`src/rtl/keypad_scanner_if.sv`:
```
// Keypad matrix signals between the scanner and the pad / its driver.
// Row inputs are active-low; column drives are active-low one-cold.
interface keypad_scanner_if;
    logic [3:0] row_n;
    logic [2:0] col_n;
    logic [3:0] key_code;
    logic       key_held;

    modport master (
        output row_n,
        input  col_n,
        input  key_code,
        input  key_held
    );

    modport slave (
        input  row_n,
        output col_n,
        output key_code,
        output key_held
    );
endinterface

```
`src/rtl/keypad_scanner.sv`:
```
// 4x3 keypad scanner: column scan, 2-flop row sync, per-scan debounce,
// single-cycle key-code emission with press/release tracking.
module keypad_scanner #(
    parameter int SCAN_DIV       = 16,
    parameter int DEBOUNCE_SCANS = 4
) (
    input  logic             clk,
    input  logic             rst,
    keypad_scanner_if.slave  kp
);
    localparam int SW = $clog2(SCAN_DIV);
    localparam int CW = $clog2(DEBOUNCE_SCANS + 1);
    localparam logic [3:0] NONE  = 4'd13;
    localparam logic [3:0] MULTI = 4'd15;

    typedef enum logic {IDLE, PRESSED} state_t;

    state_t          state_q, state_d;
    logic [3:0]      sync1_q, sync2_q;
    logic [SW-1:0]   slot_q;
    logic [1:0]      col_q;
    logic [11:0]     hits_q, hits_d, hits_now;
    logic [3:0]      cand_q, cand_d;
    logic [CW-1:0]   cnt_q, cnt_d;
    logic [3:0]      code_q, code_d;
    logic            slot_last, scan_done, stable;
    logic [3:0]      pop, idx, result;

    function automatic logic [3:0] code_of(input logic [3:0] i);
        case (i)
            4'd9:    code_of = 4'd11;
            4'd10:   code_of = 4'd0;
            4'd11:   code_of = 4'd10;
            default: code_of = i + 4'd1;
        endcase
    endfunction

    assign slot_last = (slot_q == SW'(SCAN_DIV - 1));
    assign scan_done = slot_last && (col_q == 2'd2);

    // Bring the asynchronous rows into the clock domain.
    always_ff @(posedge clk or posedge rst) begin
        if (rst) begin
            sync1_q <= 4'hF;
            sync2_q <= 4'hF;
        end else begin
            sync1_q <= kp.row_n;
            sync2_q <= sync1_q;
        end
    end

    // Slot counter and column index for the scan.
    always_ff @(posedge clk or posedge rst) begin
        if (rst) begin
            slot_q <= '0;
            col_q  <= '0;
        end else if (slot_last) begin
            slot_q <= '0;
            col_q  <= (col_q == 2'd2) ? 2'd0 : col_q + 2'd1;
        end else begin
            slot_q <= slot_q + 1'b1;
        end
    end

    // Accumulate contacts over one scan and classify the result.
    always_comb begin
        hits_now = hits_q;
        if (slot_last) begin
            for (int r = 0; r < 4; r++) begin
                for (int c = 0; c < 3; c++) begin
                    if (!sync2_q[r] && (col_q == 2'(c)))
                        hits_now[r*3+c] = 1'b1;
                end
            end
        end
        hits_d = scan_done ? '0 : hits_now;
        pop = '0;
        idx = '0;
        for (int i = 0; i < 12; i++) begin
            if (hits_now[i]) begin
                pop = pop + 4'd1;
                idx = 4'(i);
            end
        end
        if (pop == 4'd0)      result = NONE;
        else if (pop == 4'd1) result = code_of(idx);
        else                  result = MULTI;
    end

    // Debounce: track how many consecutive scans matched the candidate.
    always_comb begin
        cand_d = cand_q;
        cnt_d  = cnt_q;
        stable = 1'b0;
        if (scan_done) begin
            if (result == cand_q) begin
                if (cnt_q != CW'(DEBOUNCE_SCANS)) begin
                    cnt_d  = cnt_q + 1'b1;
                    stable = (cnt_q == CW'(DEBOUNCE_SCANS - 1));
                end
            end else begin
                cand_d = result;
                cnt_d  = CW'(1);
                stable = (DEBOUNCE_SCANS == 1);
            end
        end
    end

    // Press/release FSM next state and one-cycle emission.
    always_comb begin
        state_d = state_q;
        code_d  = NONE;
        unique case (state_q)
            IDLE: begin
                if (stable && (result < 4'd12)) begin
                    state_d = PRESSED;
                    code_d  = result;
                end
            end
            PRESSED: begin
                if (stable && (result == NONE))
                    state_d = IDLE;
            end
            default: state_d = IDLE;
        endcase
    end

    // State, candidate and output registers.
    always_ff @(posedge clk or posedge rst) begin
        if (rst) begin
            state_q <= IDLE;
            hits_q  <= '0;
            cand_q  <= NONE;
            cnt_q   <= '0;
            code_q  <= NONE;
        end else begin
            state_q <= state_d;
            hits_q  <= hits_d;
            cand_q  <= cand_d;
            cnt_q   <= cnt_d;
            code_q  <= code_d;
        end
    end

    assign kp.col_n    = (col_q == 2'd0) ? 3'b110 :
                         (col_q == 2'd1) ? 3'b101 : 3'b011;
    assign kp.key_code = code_q;
    assign kp.key_held = (state_q == PRESSED);
endmodule

```
`src/flat_wrapper.sv`:
```
// flat-port wrapper written by rule: the top's interface ports become plain ports
module keypad_scanner_flat 
#(
    parameter int SCAN_DIV       = 16,
    parameter int DEBOUNCE_SCANS = 4
)
  (clk, rst, kp_row_n, kp_col_n, kp_key_code, kp_key_held);
  keypad_scanner_if kp_i ();
  input  logic clk;
  input  logic rst;
  input wire logic [$bits(kp_i.row_n)-1:0] kp_row_n;
  output wire logic [$bits(kp_i.col_n)-1:0] kp_col_n;
  output wire logic [$bits(kp_i.key_code)-1:0] kp_key_code;
  output wire logic [$bits(kp_i.key_held)-1:0] kp_key_held;
  assign kp_i.row_n = kp_row_n;
  assign kp_col_n = kp_i.col_n;
  assign kp_key_code = kp_i.key_code;
  assign kp_key_held = kp_i.key_held;
  keypad_scanner #(.SCAN_DIV(SCAN_DIV), .DEBOUNCE_SCANS(DEBOUNCE_SCANS)) u_core (.clk(clk), .rst(rst), .kp(kp_i));
endmodule
```
`config.mk`:
```
export PLATFORM = sky130hd
export DESIGN_NAME = keypad_scanner_flat
export DESIGN_NICKNAME = d
export VERILOG_FILES = /design/src/rtl/keypad_scanner_if.sv /design/src/rtl/keypad_scanner.sv /design/src/flat_wrapper.sv
export SDC_FILE = /design/constraint.sdc
export NUM_CORES = 1
export LEC_CHECK = 0
export BUFFER_PORTS_ARGS = -buffer_cell sky130_fd_sc_hd__buf_2
export CAP_MARGIN = 30
export CORE_UTILIZATION = 50
export DETAILED_ROUTE_END_ITERATION = 10
export GPL_TIMING_DRIVEN = 0
export PLACE_DENSITY = 0.65
export SLEW_MARGIN = 25
export SYNTH_ARGS = -nofsm -noshare
export SYNTH_HDL_FRONTEND = slang
export SYNTH_SLANG_ARGS = --single-unit
```
`constraint.sdc`:
```
create_clock -name clk -period 12.9 [get_ports clk]
set_input_delay 1.29 -clock clk [delete_from_list [all_inputs] [get_ports clk]]
set_output_delay 1.29 -clock clk [all_outputs]
set_load 0.02 [all_outputs]
```
==> results.md, run 1 <==
- Status: completed
- CP dominant cell by count: ha_1
- WP data required: 13.11 ns
- Core footprint: 0.006026 sq mm
- Detailed Route Iter0 Violations: 123
- Nets@finish: between 300 and 400
- Clock sink count: 38
- Postcts setup bufs: 0
- Num CTS Buffers: 5
- # DRC: 0
- Startpoint Class: flop
- Pre-Repair DR Iteration Count: 4
- Hold Crit Class: reg2reg
- Fraction of synthesis flops using an asynchronous set or reset pin: 100.0%
- Average via count per standard cell: 5.774
- PostCTS Resize Cnt: 0
- Worst setup EP type: flop
- First-pass GRT wire length: 11.13 mm
- Final hold violations: 0
- Clock latency on the worst-skew pair: 0.29 ns
- Number of global-route vias before repair: 2341
- I/O Buffers: 13
- Grt ovf: 0
- Min cycle time layout: 10.44 ns
- DIE AREA: 0.006643 sq mm
- Placed Instance Area: 0.003352 sq mm
- Hpwl dp: slightly above 5 mm
- Clk pin slew, worst setup/hold paths: about 0.080 ns
- Placed cells: 421
- Crit path DAT: 10.65 ns
- Max Cap Viol: 0
- Power Dens Cells: approximately 64 mW/mm^2
- Area grow syn2layout: 8.710%
- Gr usage total: 21.97%
- Max-slew violations: 0
- Syn Inst Count: between 300 and 400
- Worst-path fanout max: 10
- CP max stage delay: between 0.4 and 0.5 ns
- Period utilization: 80.94%
- WS Path Type: reg2reg
- CTS root buf: clkbuf_8
- Share of layout cells above drive strength 1: 23.16%
- Die H: 81.51 um
- Final Skew: between 0.01 and 0.015 ns
- Syn_area_per_cell: 9.548 sq um
- Rel. slew slack: 44.18%
- Routability cong.: 0.8002
- Crit. path cell count: 41
- Slew @ Worst Pin: 0.8334 ns
- Synth Register Bits: 38
- Post-DR wirelength/cell: 15.70 um
- Initial antenna violation count: 0
- Post-Syn Area: 0.003161 sq mm
- Setup violators final: 0
- Cell count of the worst hold path: 0
- WL final: 6.736 mm
- Pin count of the biggest net entering global routing: 22
- EDFF count, synth: 0
- Final Util: 57.02%
- Die span in x: 81.51 um
- Vias: 2477
- Diodes inserted: 0
- Max Clock Freq: 95.78 MHz
- Mapped Nets: 354
- Cts hold-fix bufs: 0
- CP top delay family: adder cells
- Primary FF master, synth: dfrtp_1
- Row count: 28
- Layout Cells excl Fill: 429
- Buffers plus inverters on the worst setup path: 2
- Static leakage: about 1.6 nW
- CTS tree: built
- Ports: 14
- Reg2Reg Depth: 41
- Max IR drop VDD: 0.06704 mV
- RSZ-0062 raised after global routing: false
- Final Instance Area: 0.003436 sq mm
- Yosys warns: 0
- Highest-delay cell along the critical path: or3b_2
- Antenna Nets Post-Route: 0
- CTS H-tree depth: 2
- Post-synthesis sequential area ratio: 30.64%
- Clock buffer depth: 2
- Initial Util: 52.45%
- Setup TNS: 0 ns
- Yosys cell types: slightly below 80
-- final timing paths --
kind                                   start                     to  slack (ns)
setup / recovery            u_core.slot_q[0]  u_core.kp.key_code[0]        2.46
hold / removal             u_core.sync1_q[1]      u_core.sync2_q[1]        0.36
setup reg to reg            u_core.slot_q[0]  u_core.kp.key_code[0]        2.46
hold reg to reg            u_core.sync1_q[1]      u_core.sync2_q[1]        0.36
max in group asynchronous                rst      u_core.sync1_q[2]       11.40
min in group asynchronous                rst      u_core.hits_q[11]        0.99
-- per-layer routing --
layer | GRT usage, % | part of all wire (%) | up-vias
li1 | - | - | 1244
met1 | 31.45 | 51 | 1189
met2 | 34.67 | 45 | 37
met3 | 2.667 | 2.6 | 7
met4 | 6.250 | 1.2 | 0
met5 | 0 | 0 | -
-- layout make-up --
class | count | area [sq um]
Multi-Input combinational cell | 266 | 2072
Buffer | 10 | 56.30
Inverter | 17 | 63.81
Clock buffer | 7 | 76.32
Tap cell | 75 | 93.84
Timing Repair Buffer | 15 | 97.59
Fill cell | 537 | 2590
Clock inverter | 1 | 7.507
Sequential cell | 38 | 968.4
-- report_power, final --
group	switching, mW	internal [mW]	total (mW)
sequential	0.00210	0.125	0.127
clock	0.0407	0.0382	0.0789
combinational	0.00674	0.00591	0.0127
total	0.0495	0.169	0.218
-- per-stage QoR --
step | hold slack, ns | power [mW] | setup slack (ns)
finish | 0.3580 | 0.2183 | 2.459
global route | 0.3605 | 0.2263 | 1.611
CTS | 0.3588 | 0.2209 | 2.407
detailed placement | 0.3475 | 0.1420 | 2.442
global placement | 0.3455 | 0.1402 | 2.554
floorplan | 0.3452 | 0.1374 | 3.649
-- cell usage in the layout, fill, tap and decap left out, drive strengths merged, types with 7 or more instances in the layout --
| master | instances |
|---|---|
| ha | 17 |
| and2 | 9 |
| a31oi | 11 |
| a21oi | 10 |
| nor3 | 7 |
| dfstp | 14 |
| clkbuf | 11 |
| nand2 | 32 |
| inv | 17 |
| nor2 | 25 |
| o21ai | 22 |
| dfrtp | 24 |
| xor2 | 12 |
| buf | 21 |
| nand3 | 17 |
| xnor2 | 15 |
-- kinds of logic (layout without fill, tap and decap cells) --
kind of cell	after synthesis	after routing	synth area share, %
AOI/OAI and AO/OA	77	77	17.62
xor gates and xnor gates	34	34	14.65
adders and majority gates	17	17	6.730
buffers and inverters	27	50	3.800
DFF	38	38	30.64
muxes	8	8	2.692
and+or+nand+nor	130	130	23.87
-- cell usage after synthesis (all sizes together), types with 4 or more instances --
master,n,area share (%)
nor3,7,1.1
inv,17,2.0
a21oi,10,2.2
xnor2,15,5.7
xnor3,6,4.4
buf,6,1.2
nor2,25,3.0
a21o,5,1.2
dfstp,14,12
nand2,32,3.8
a31oi,11,2.4
nor2b,5,0.99
o21ai,22,3.8
ha,17,6.7
nand3,17,2.9
mux2,4,1.4
mux2i,4,1.3
xor2,12,3.8
and2,9,1.8
o22ai,4,0.79
clkbuf,4,0.59
nand3b,4,0.95
dfrtp,24,19
-- flip-flops by register name, indices dropped and copies added (netlist names) --
name and cells:
u_core.kp.key_code 4, u_core.sync2_q 4, u_core.sync1_q 4, u_core.kp.key_held 1, u_core.col_q 2, u_core.cnt_q 3
u_core.hits_q 12, u_core.cand_q 4, u_core.slot_q 4
-- worst reg2reg max path, delay by kind of cell, from the launching register on --
| kind | cells | cell delay [ns] |
|---|---|---|
| AOI/OAI and AO/OA | 8 | 2.07 |
| xor gates and xnor gates | 2 | 0.35 |
| adders and majority gates | 11 | 3.12 |
| buffers and inverters | 2 | 0.66 |
| DFF | 1 | 0.39 |
| muxes | 3 | 0.82 |
| and+or+nand+nor | 15 | 2.98 |
Note: power is estimated with default switching activity, not from simulation.
==> run 2, diff against run 1 <==
Settings changed: ABC_AREA from default to 1.
Clock period 12.9 ns to 10.45 ns, I/O delays scaled along.
==> run 2 against run 1 <==
Combinational power increased by 49%; die area decreased by 4.5%; routed wire length decreased by 21%; count of clock-buffer cells in the layout unchanged; hold slack got worse by 0.0024 ns; first-iteration DRC count decreased by 41%; sequential power increased by 24%; worst setup slack improved by 0.40 ns; clock power increased by 29%; synthesized area decreased by 4.6%; via count decreased by 0.32%; largest power group unchanged.
==> results.md, run 2 <==
- Grt ovf: 0 (unchanged)
- Top-count cell post-synth: nand2_1 (unchanged)
- Clock buffer depth: 2 (unchanged)
- Clock latency on the worst-skew pair: 0.29 ns (about the same)
- CTS root buf: clkbuf_8 (unchanged)
- CP top delay family: simple AND/OR/NAND/NOR gates (was adder cells)
- Max Cap Viol: 0 (unchanged)
- Most frequent cells in the layout: nand2_1, inv_1, nand3_1, nand2_2, dfrtp_1 (was nand2_1, nor2_1, dfrtp_1, o21ai_0)
- First-pass GRT wire length: 10.07 mm (was 11.13 mm)
- R2r setup slk: 2.86 ns (was 2.46 ns)
- Detailed Route Iter0 Violations: 73 (was 123)
- CP max stage delay: 0.36 ns (was 0.45 ns)
- Diodes inserted: 0 (unchanged)
- Pre-Repair DR Iteration Count: 4 (unchanged)
- Average via count per standard cell: 4.978 (was 5.774)
- Setup violators final: 0 (unchanged)
- Max Clock Freq: 131.8 MHz (was 95.78 MHz)
- Pin count of the biggest net entering global routing: 39 (was 22)
- Synth area leaders: dfrtp_1, dfstp_2, nand2_1, inv_1, ha_1 (was dfrtp_1, dfstp_2, ha_1, nand2_1, o21ai_0)
- Clk pin slew, worst setup/hold paths: 0.07 ns (was 0.08 ns)
- Number of global-route vias before repair: 2376 (was 2341)
- Hpwl dp: 4.364 mm (was 5.181 mm)
- CTS H-tree depth: 2 (unchanged)
- Ports: 14 (unchanged)
- Vias: 2469 (was 2477)
- Commonest cells in the netlist: nand2_1, inv_1, nand3_1 (was nand2_1, nor2_1, dfrtp_1)
- Fraction of synthesis flops using an asynchronous set or reset pin: 100.0% (unchanged)
- Min cycle time layout: 7.588 ns (was 10.44 ns)
- Startpoint Class: flop (unchanged)
- Routability cong.: 0.8378 (was 0.8002)
- Placed cells: 488 (was 421)
- I/O Buffers: 13 (unchanged)
- Row count: 27 (was 28)
- Layout Cells excl Fill: 496 (was 429)
- Gr usage total: 19.98% (was 21.97%)
- Status: completed (unchanged)
- Post-synthesis sequential area ratio: 32.13% (was 30.64%)
- Core footprint: 0.005642 sq mm (was 0.006026 sq mm)
- Highest-delay cell along the critical path: dfrtp_1 (was or3b_2)
- Cts hold-fix bufs: 0 (unchanged)
- WS Path Type: reg2reg (unchanged)
- Worst setup EP type: flop (unchanged)
- Syn_area_per_cell: 7.479 sq um (was 9.548 sq um)
- Antenna Nets Post-Route: 0 (unchanged)
- Worst-path fanout max: 6 (was 10)
- Max IR drop VDD: 0.09417 mV (was 0.06704 mV)
- Crit path DAT: 7.77 ns (was 10.65 ns)
- Nets@finish: 446 (was 376)
- WHS Endpoint: u_core.sync2_q[1] (unchanged)
- Initial Util: 53.43% (was 52.45%)
- Largest register FFs: 12 (unchanged)
- Slew @ Worst Pin: 0.7407 ns (was 0.8334 ns)
- Critical R2R Launch: u_core.slot_q[0] (unchanged)
- Reg2Reg Depth: 45 (was 41)
- Power Dens Cells: 85.60 mW/mm^2 (was 63.55 mW/mm^2)
- Final Skew: 0.008357 ns (was 0.01139 ns)
- Clock sink count: 38 (unchanged)
- Syn Inst Count: 403 (was 331)
- Final hold violations: 0 (unchanged)
- Buffers plus inverters on the worst setup path: 2 (unchanged)
- Synth Register Bits: 38 (unchanged)
- PostCTS Resize Cnt: 0 (unchanged)
- Rel. slew slack: 50.55% (was 44.18%)
- Mapped Nets: 426 (was 354)
- DIE AREA: 0.006343 sq mm (was 0.006643 sq mm)
- # DRC: 0 (unchanged)
- Static leakage: 1.943 nW (was 1.605 nW)
- Yosys cell types: 38 (was 78)
- Max-slew violations: 0 (unchanged)
- WP data required: 10.63 ns (was 13.11 ns)
- Post-Syn Area: 0.003014 sq mm (was 0.003161 sq mm)
- Die span in x: 79.64 um (was 81.51 um)
- FF-to-FF End: u_core.kp.key_held (was u_core.kp.key_code[0])
- Initial antenna violation count: 0 (unchanged)
- Yosys warns: 0 (unchanged)
- Yosys top cell area share: 19.93% (was 19.00%)
- RSZ-0062 raised after global routing: false (unchanged)
- Share of layout cells above drive strength 1: 28.30% (was 23.16%)
- Postcts setup bufs: 0 (unchanged)
- Period utilization: 72.62% (was 80.94%)
- CTS tree: built (unchanged)
- Setup TNS: 0 ns (unchanged)
- Primary FF master, synth: dfrtp_1 (unchanged)
- CP dominant cell by count: nand2_1 (was ha_1)
- WL final: 5.298 mm (was 6.736 mm)
- Cell count of the worst hold path: 0 (unchanged)
- Fillers: 565 (was 537)
- Num CTS Buffers: 5 (unchanged)
- EDFF count, synth: 0 (unchanged)
- Commonest non-fill, non-tap cell in the layout: nand2_1 (unchanged)
- Yosys top cell by area: dfrtp_1 (unchanged)
- Area grow syn2layout: 8.178% (was 8.710%)
- Min-delay src: u_core.sync1_q[1] (unchanged)
- Die H: 79.64 um (was 81.51 um)
- Post-DR wirelength/cell: 10.68 um (was 15.70 um)
- Hold Crit Class: reg2reg (unchanged)
- Biggest register: u_core.hits_q (unchanged)
run 2: cell count changes after synthesis, moves of 12 or more:
cell	change
nand2_1	+64
nand2_2	+29
nand3_1	+21
o21ai_0	-12
nand3_2	+14
inv_1	+48
run 2: cell type report:
type                    count  area, sq um  area share (%)
clock inverters             1        5.005          0.1535
clock buffers               7        86.33           2.648
plain buffers               1        3.754          0.1151
multi-input cells         289         1760           53.99
repair buffers             13        65.06           1.995
inverters                  75        281.5           8.634
well taps                  72        90.09           2.763
flip-flops and latches     38        968.4           29.70
run 2: cell families after synthesis:
| family | count (synthesis) | share of synthesized area [%] |
|---|---|---|
| AO/OA/AOI/OAI | 33 | 7.929 |
| XOR/XNOR | 2 | 0.5813 |
| buffers and inverters | 76 | 9.464 |
| AND/OR/NAND/NOR | 237 | 42.84 |
| adder cells (fa/ha/maj) | 17 | 7.057 |
| flip-flops | 38 | 32.13 |
run 2: stage by stage:
| step | cell area, sq um | setup WS, ns | hold WS, ns | total power, mW | utilization (%) |
|---|---|---|---|---|---|
| final | 3261 | 2.862 | 0.3556 | 0.2791 | 57.80 |
| after global placement | 3169 | 2.930 | 0.3457 | 0.1793 | 56.18 |
| after CTS | 3261 | 2.809 | 0.3570 | 0.2841 | 57.80 |
| after detailed placement | 3169 | 2.825 | 0.3470 | 0.1802 | 56.18 |
| after floorplan | 3014 | 3.475 | 0.3452 | 0.1755 | - |
| after global routing | 3261 | 2.138 | 0.3596 | 0.2915 | 57.80 |
run 2: worst max path at each step:
stage                          start                 end  depth (start not counted)
CTS                 u_core.slot_q[0]  u_core.kp.key_held                         45
floorplan           u_core.slot_q[0]  u_core.kp.key_held                         45
global route        u_core.slot_q[0]  u_core.kp.key_held                         49
finish              u_core.slot_q[0]  u_core.kp.key_held                         45
global placement    u_core.slot_q[0]  u_core.kp.key_held                         45
detailed placement  u_core.slot_q[0]  u_core.kp.key_held                         46
run 2: metal layers:
layer	GRT usage, %	vias up	wire (um)
li1	-	1321	-
met1	26.40	1111	2652
met2	32.99	31	2481
met3	3.314	6	103
met4	6.545	0	60
met5	0	-	0
run 2: report_power, final:
part           leakage [nW]  switching, mW  internal, mW
clock                0.0482         0.0486        0.0532
sequential            0.469        0.00320         0.155
combinational          1.43         0.0130       0.00592
run 2: worst reg2reg max path: cells and delay by family, from the launching register on:
| kind | cells | cell delay [ns] |
|---|---|---|
| flip-flops | 1 | 0.36 |
| adder cells (fa/ha/maj) | 11 | 3.05 |
| buffers and inverters | 2 | 0.12 |
| AND/OR/NAND/NOR | 31 | 3.70 |
| AO/OA/AOI/OAI | 1 | 0.22 |
==> run 3, diff against run 2 <==
Settings changed: ABC_AREA 1 to 0, PLACE_DENSITY 0.65 to 0.67.
Clock period 10.45 ns to 6.5 ns, I/O delays scaled along.
==> run 3 against run 2 <==
The run now ends with negative setup slack left; maximum frequency fell by 14%; count of clock-buffer cells in the layout fell by 1; core utilization rose by 9.7 points; cell count fell by 5.6%; combinational power rose by 89%; sequential share of layout area fell by 5.9 points; sequential power rose by 59%; die area rose by 4.7%; routed wire length rose by 49%; non-clock buffer count rose by 50; critical endpoint is now u_core.kp.key_code[0]; largest cell class unchanged; highest routed layer unchanged.
==> results.md, run 3 (same netlist as run 1, synthesis figures left out) <==
- Area grow syn2layout: 28.70% (was 8.178%)
- Hpwl dp: 5.235 mm (was 4.364 mm)
- WP data required: 6.70 ns (was 10.63 ns)
- CTS root buf: clkbuf_8 (unchanged)
- Ports: 14 (unchanged)
- Commonest non-fill, non-tap cell in the layout: buf_4 (was nand2_1)
- Dpl ws: -2.960 ns (was 2.825 ns)
- Status: finished, violations left (was completed)
- Clk pin slew, worst setup/hold paths: 0.08 ns (was 0.07 ns)
- Min cycle time layout: 8.821 ns (was 7.588 ns)
- Max Cap Viol: 0 (unchanged)
- CP dominant cell by count: ha_4 (was nand2_1)
- Post-DR wirelength/cell: 16.86 um (was 10.68 um)
- Hold Crit Class: reg2reg (unchanged)
- Grt ovf: 0 (unchanged)
- CTS H-tree depth: 2 (unchanged)
- CTS tree: built (unchanged)
- Crit path DAT: 9.03 ns (was 7.77 ns)
- Max Clock Freq: 113.4 MHz (was 131.8 MHz)
- Final Instance Area: 0.004068 sq mm (was 0.003261 sq mm)
- CP max stage delay: 0.42 ns (was 0.36 ns)
- R2r setup slk: -2.32 ns (was 2.86 ns)
- Die H: 81.51 um (was 79.64 um)
- Comb pwr share: 6.7% (was 6.8%)
- Pin count of the biggest net entering global routing: 39 (unchanged)
- Core footprint: 0.006026 sq mm (was 0.005642 sq mm)
- Clock power frac: 46.1% (was 36.5%)
- Slack of the critical path: -2.321 ns (was 2.862 ns)
- Max IR drop VDD: 0.2685 mV (was 0.09417 mV)
- Most frequent cells in the layout: buf_4, nand2_1, nor2_1, dfrtp_1, o21ai_0 (was nand2_1, inv_1, nand3_1, nand2_2, dfrtp_1)
- Clock sink count: 38 (unchanged)
- Clock buffer depth: 2 (unchanged)
- Largest register FFs: 12 (unchanged)
- Placed Instance Area: 0.003437 sq mm (was 0.003169 sq mm)
- Power Dens Cells: 131.4 mW/mm^2 (was 85.60 mW/mm^2)
- DIE AREA: 0.006643 sq mm (was 0.006343 sq mm)
- Biggest register: u_core.hits_q (unchanged)
- Int Pwr: 0.4295 mW (was 0.2143 mW)
- Sw Share: 19.65% (was 23.21%)
- Pre-Repair DR Iteration Count: 4 (unchanged)
- Sequential group share of total power: 47.2% (was 56.8%)
- Worst setup path end: u_core.kp.key_code[0] (was u_core.kp.key_held)
- Initial antenna violation count: 0 (unchanged)
- Clock latency on the worst-skew pair: 0.29 ns (about the same)
- Violated checks: negative setup slack
- Diodes inserted: 0 (unchanged)
- Max-slew violations: 0 (unchanged)
- Final Util: 67.50% (was 57.80%)
- CP startpoint: u_core.slot_q[0] (unchanged)
- Rel. slew slack: 43.28% (was 50.55%)
- Reg2Reg Depth: 41 (was 45)
- Switch Pwr: 0.1051 mW (was 0.06479 mW)
- Startpoint Class: flop (unchanged)
- Vias: 2733 (was 2469)
- Highest-delay cell along the critical path: dfrtp_1 (unchanged)
- Initial Util: 52.45% (was 53.43%)
- Hold_ws: 0.3568 ns (was 0.3556 ns)
- Worst setup EP type: flop (unchanged)
- Share of layout cells above drive strength 1: 39.69% (was 28.30%)
- Antenna Nets Post-Route: 0 (unchanged)
- Cts hold-fix bufs: 0 (unchanged)
- Final hold violations: 0 (unchanged)
- Setup violators final: 12 (was 0)
- Period utilization: 135.7% (was 72.62%)
- FF-to-FF End: u_core.kp.key_code[0] (was u_core.kp.key_held)
- First-pass GRT wire length: 12.72 mm (was 10.07 mm)
- Slew @ Worst Pin: 0.8443 ns (was 0.7407 ns)
- Final Skew: 0.003797 ns (was 0.008357 ns)
- Worst-path fanout max: 4 (was 6)
- Die span in x: 81.51 um (was 79.64 um)
- # DRC: 0 (unchanged)
- RSZ-0062 raised after global routing: true (was false)
- WS Path Type: reg2reg (unchanged)
- Number of global-route vias before repair: 2658 (was 2376)
- Critical R2R Launch: u_core.slot_q[0] (unchanged)
- Num CTS Buffers: 5 (unchanged)
- Static leakage: 1.864 nW (was 1.943 nW)
- Detailed Route Iter0 Violations: 130 (was 73)
- Average via count per standard cell: 5.840 (was 4.978)
- Row count: 28 (was 27)
- I/O Buffers: 13 (unchanged)
- Routability cong.: 0.8124 (was 0.8378)
- Nets@finish: 415 (was 446)
- WL final: 7.891 mm (was 5.298 mm)
- Gr usage total: 25.26% (was 19.98%)
run 3: cell types whose count changed in the layout (fill, tap and decap cells not counted), moves of 9 or more:
cell     change
a31oi_1      +9
xnor2_1      +9
nand3_2     -11
nand3_1     -24
nand2_2     -27
inv_1       -48
buf_4       +42
nand2_1     -66
run 3: worst min path at each step:
| stage | start | to | cells after the start | slack (ns) |
|---|---|---|---|---|
| after detailed placement | u_core.sync1_q[0] | u_core.sync2_q[0] | 0 | 0.35 |
| after global placement | u_core.sync1_q[0] | u_core.sync2_q[0] | 0 | 0.35 |
| after global routing | u_core.sync1_q[0] | u_core.sync2_q[0] | 0 | 0.36 |
| final | u_core.sync1_q[3] | u_core.sync2_q[3] | 0 | 0.36 |
| after floorplan | u_core.sync1_q[0] | u_core.sync2_q[0] | 0 | 0.35 |
| after CTS | u_core.sync1_q[0] | u_core.sync2_q[0] | 0 | 0.36 |
run 3: what timing repair did:
| item | in CTS | in global routing |
|---|---|---|
| resized for setup | 19 | 19 |
| pin swaps | 17 | 16 |
| setup endpoints to repair | 12 | 12 |
| setup buffers | 27 | 16 |
run 3: layout make-up:
type	instances	area [sq um]
clock buffer	6	82.58
clock inverter	2	60.06
tap	75	93.84
timing repair buffer	55	385.4
sequential	38	968.4
buffer	9	90.09
fill	472	1958
inverter	17	63.81
multi-input combinational	266	2323
run 3: through the flow:
| step | power [mW] | TNS (ns) | instances |
|---|---|---|---|
| detailed placement | 0.2804 | -28.71 | 420 |
| floorplan | 0.2725 | -19.81 | 331 |
| global route | 0.5512 | -25.69 | 468 |
| CTS | 0.5301 | -19.12 | 454 |
| finish | 0.5345 | -22.26 | 468 |
| global placement | 0.2785 | -27.51 | 419 |
run 3: layer usage:
| metal | share of wire (%) | vias to the layer above | global-route usage [%] | wire [um] |
|---|---|---|---|---|
| li1 | - | 1324 | - | - |
| met1 | 47 | 1359 | 34.15 | 3700 |
| met2 | 50 | 42 | 43.00 | 3911 |
| met3 | 2.3 | 8 | 1.889 | 184 |
| met4 | 1.2 | 0 | 7.500 | 95 |
| met5 | 0 | - | 0 | 0 |
run 3: critical path: cells and delay by family, from the launching register on:
family	cells	cell delay [ns]
simple gates	15	2.58
compound gates	8	1.60
mux	3	0.73
fa+ha+maj	11	2.73
xor+xnor	2	0.44
flops	1	0.42
buf+inv	2	0.25
run 3: power groups by stage:
stage	combinational [mW]	clock, mW	sequential [mW]
after floorplan	0.0178	0	0.255
after global placement	0.0230	0	0.256
after detailed placement	0.0241	0	0.256
after CTS	0.0265	0.252	0.252
after global routing	0.0386	0.260	0.253
final	0.0358	0.247	0.252
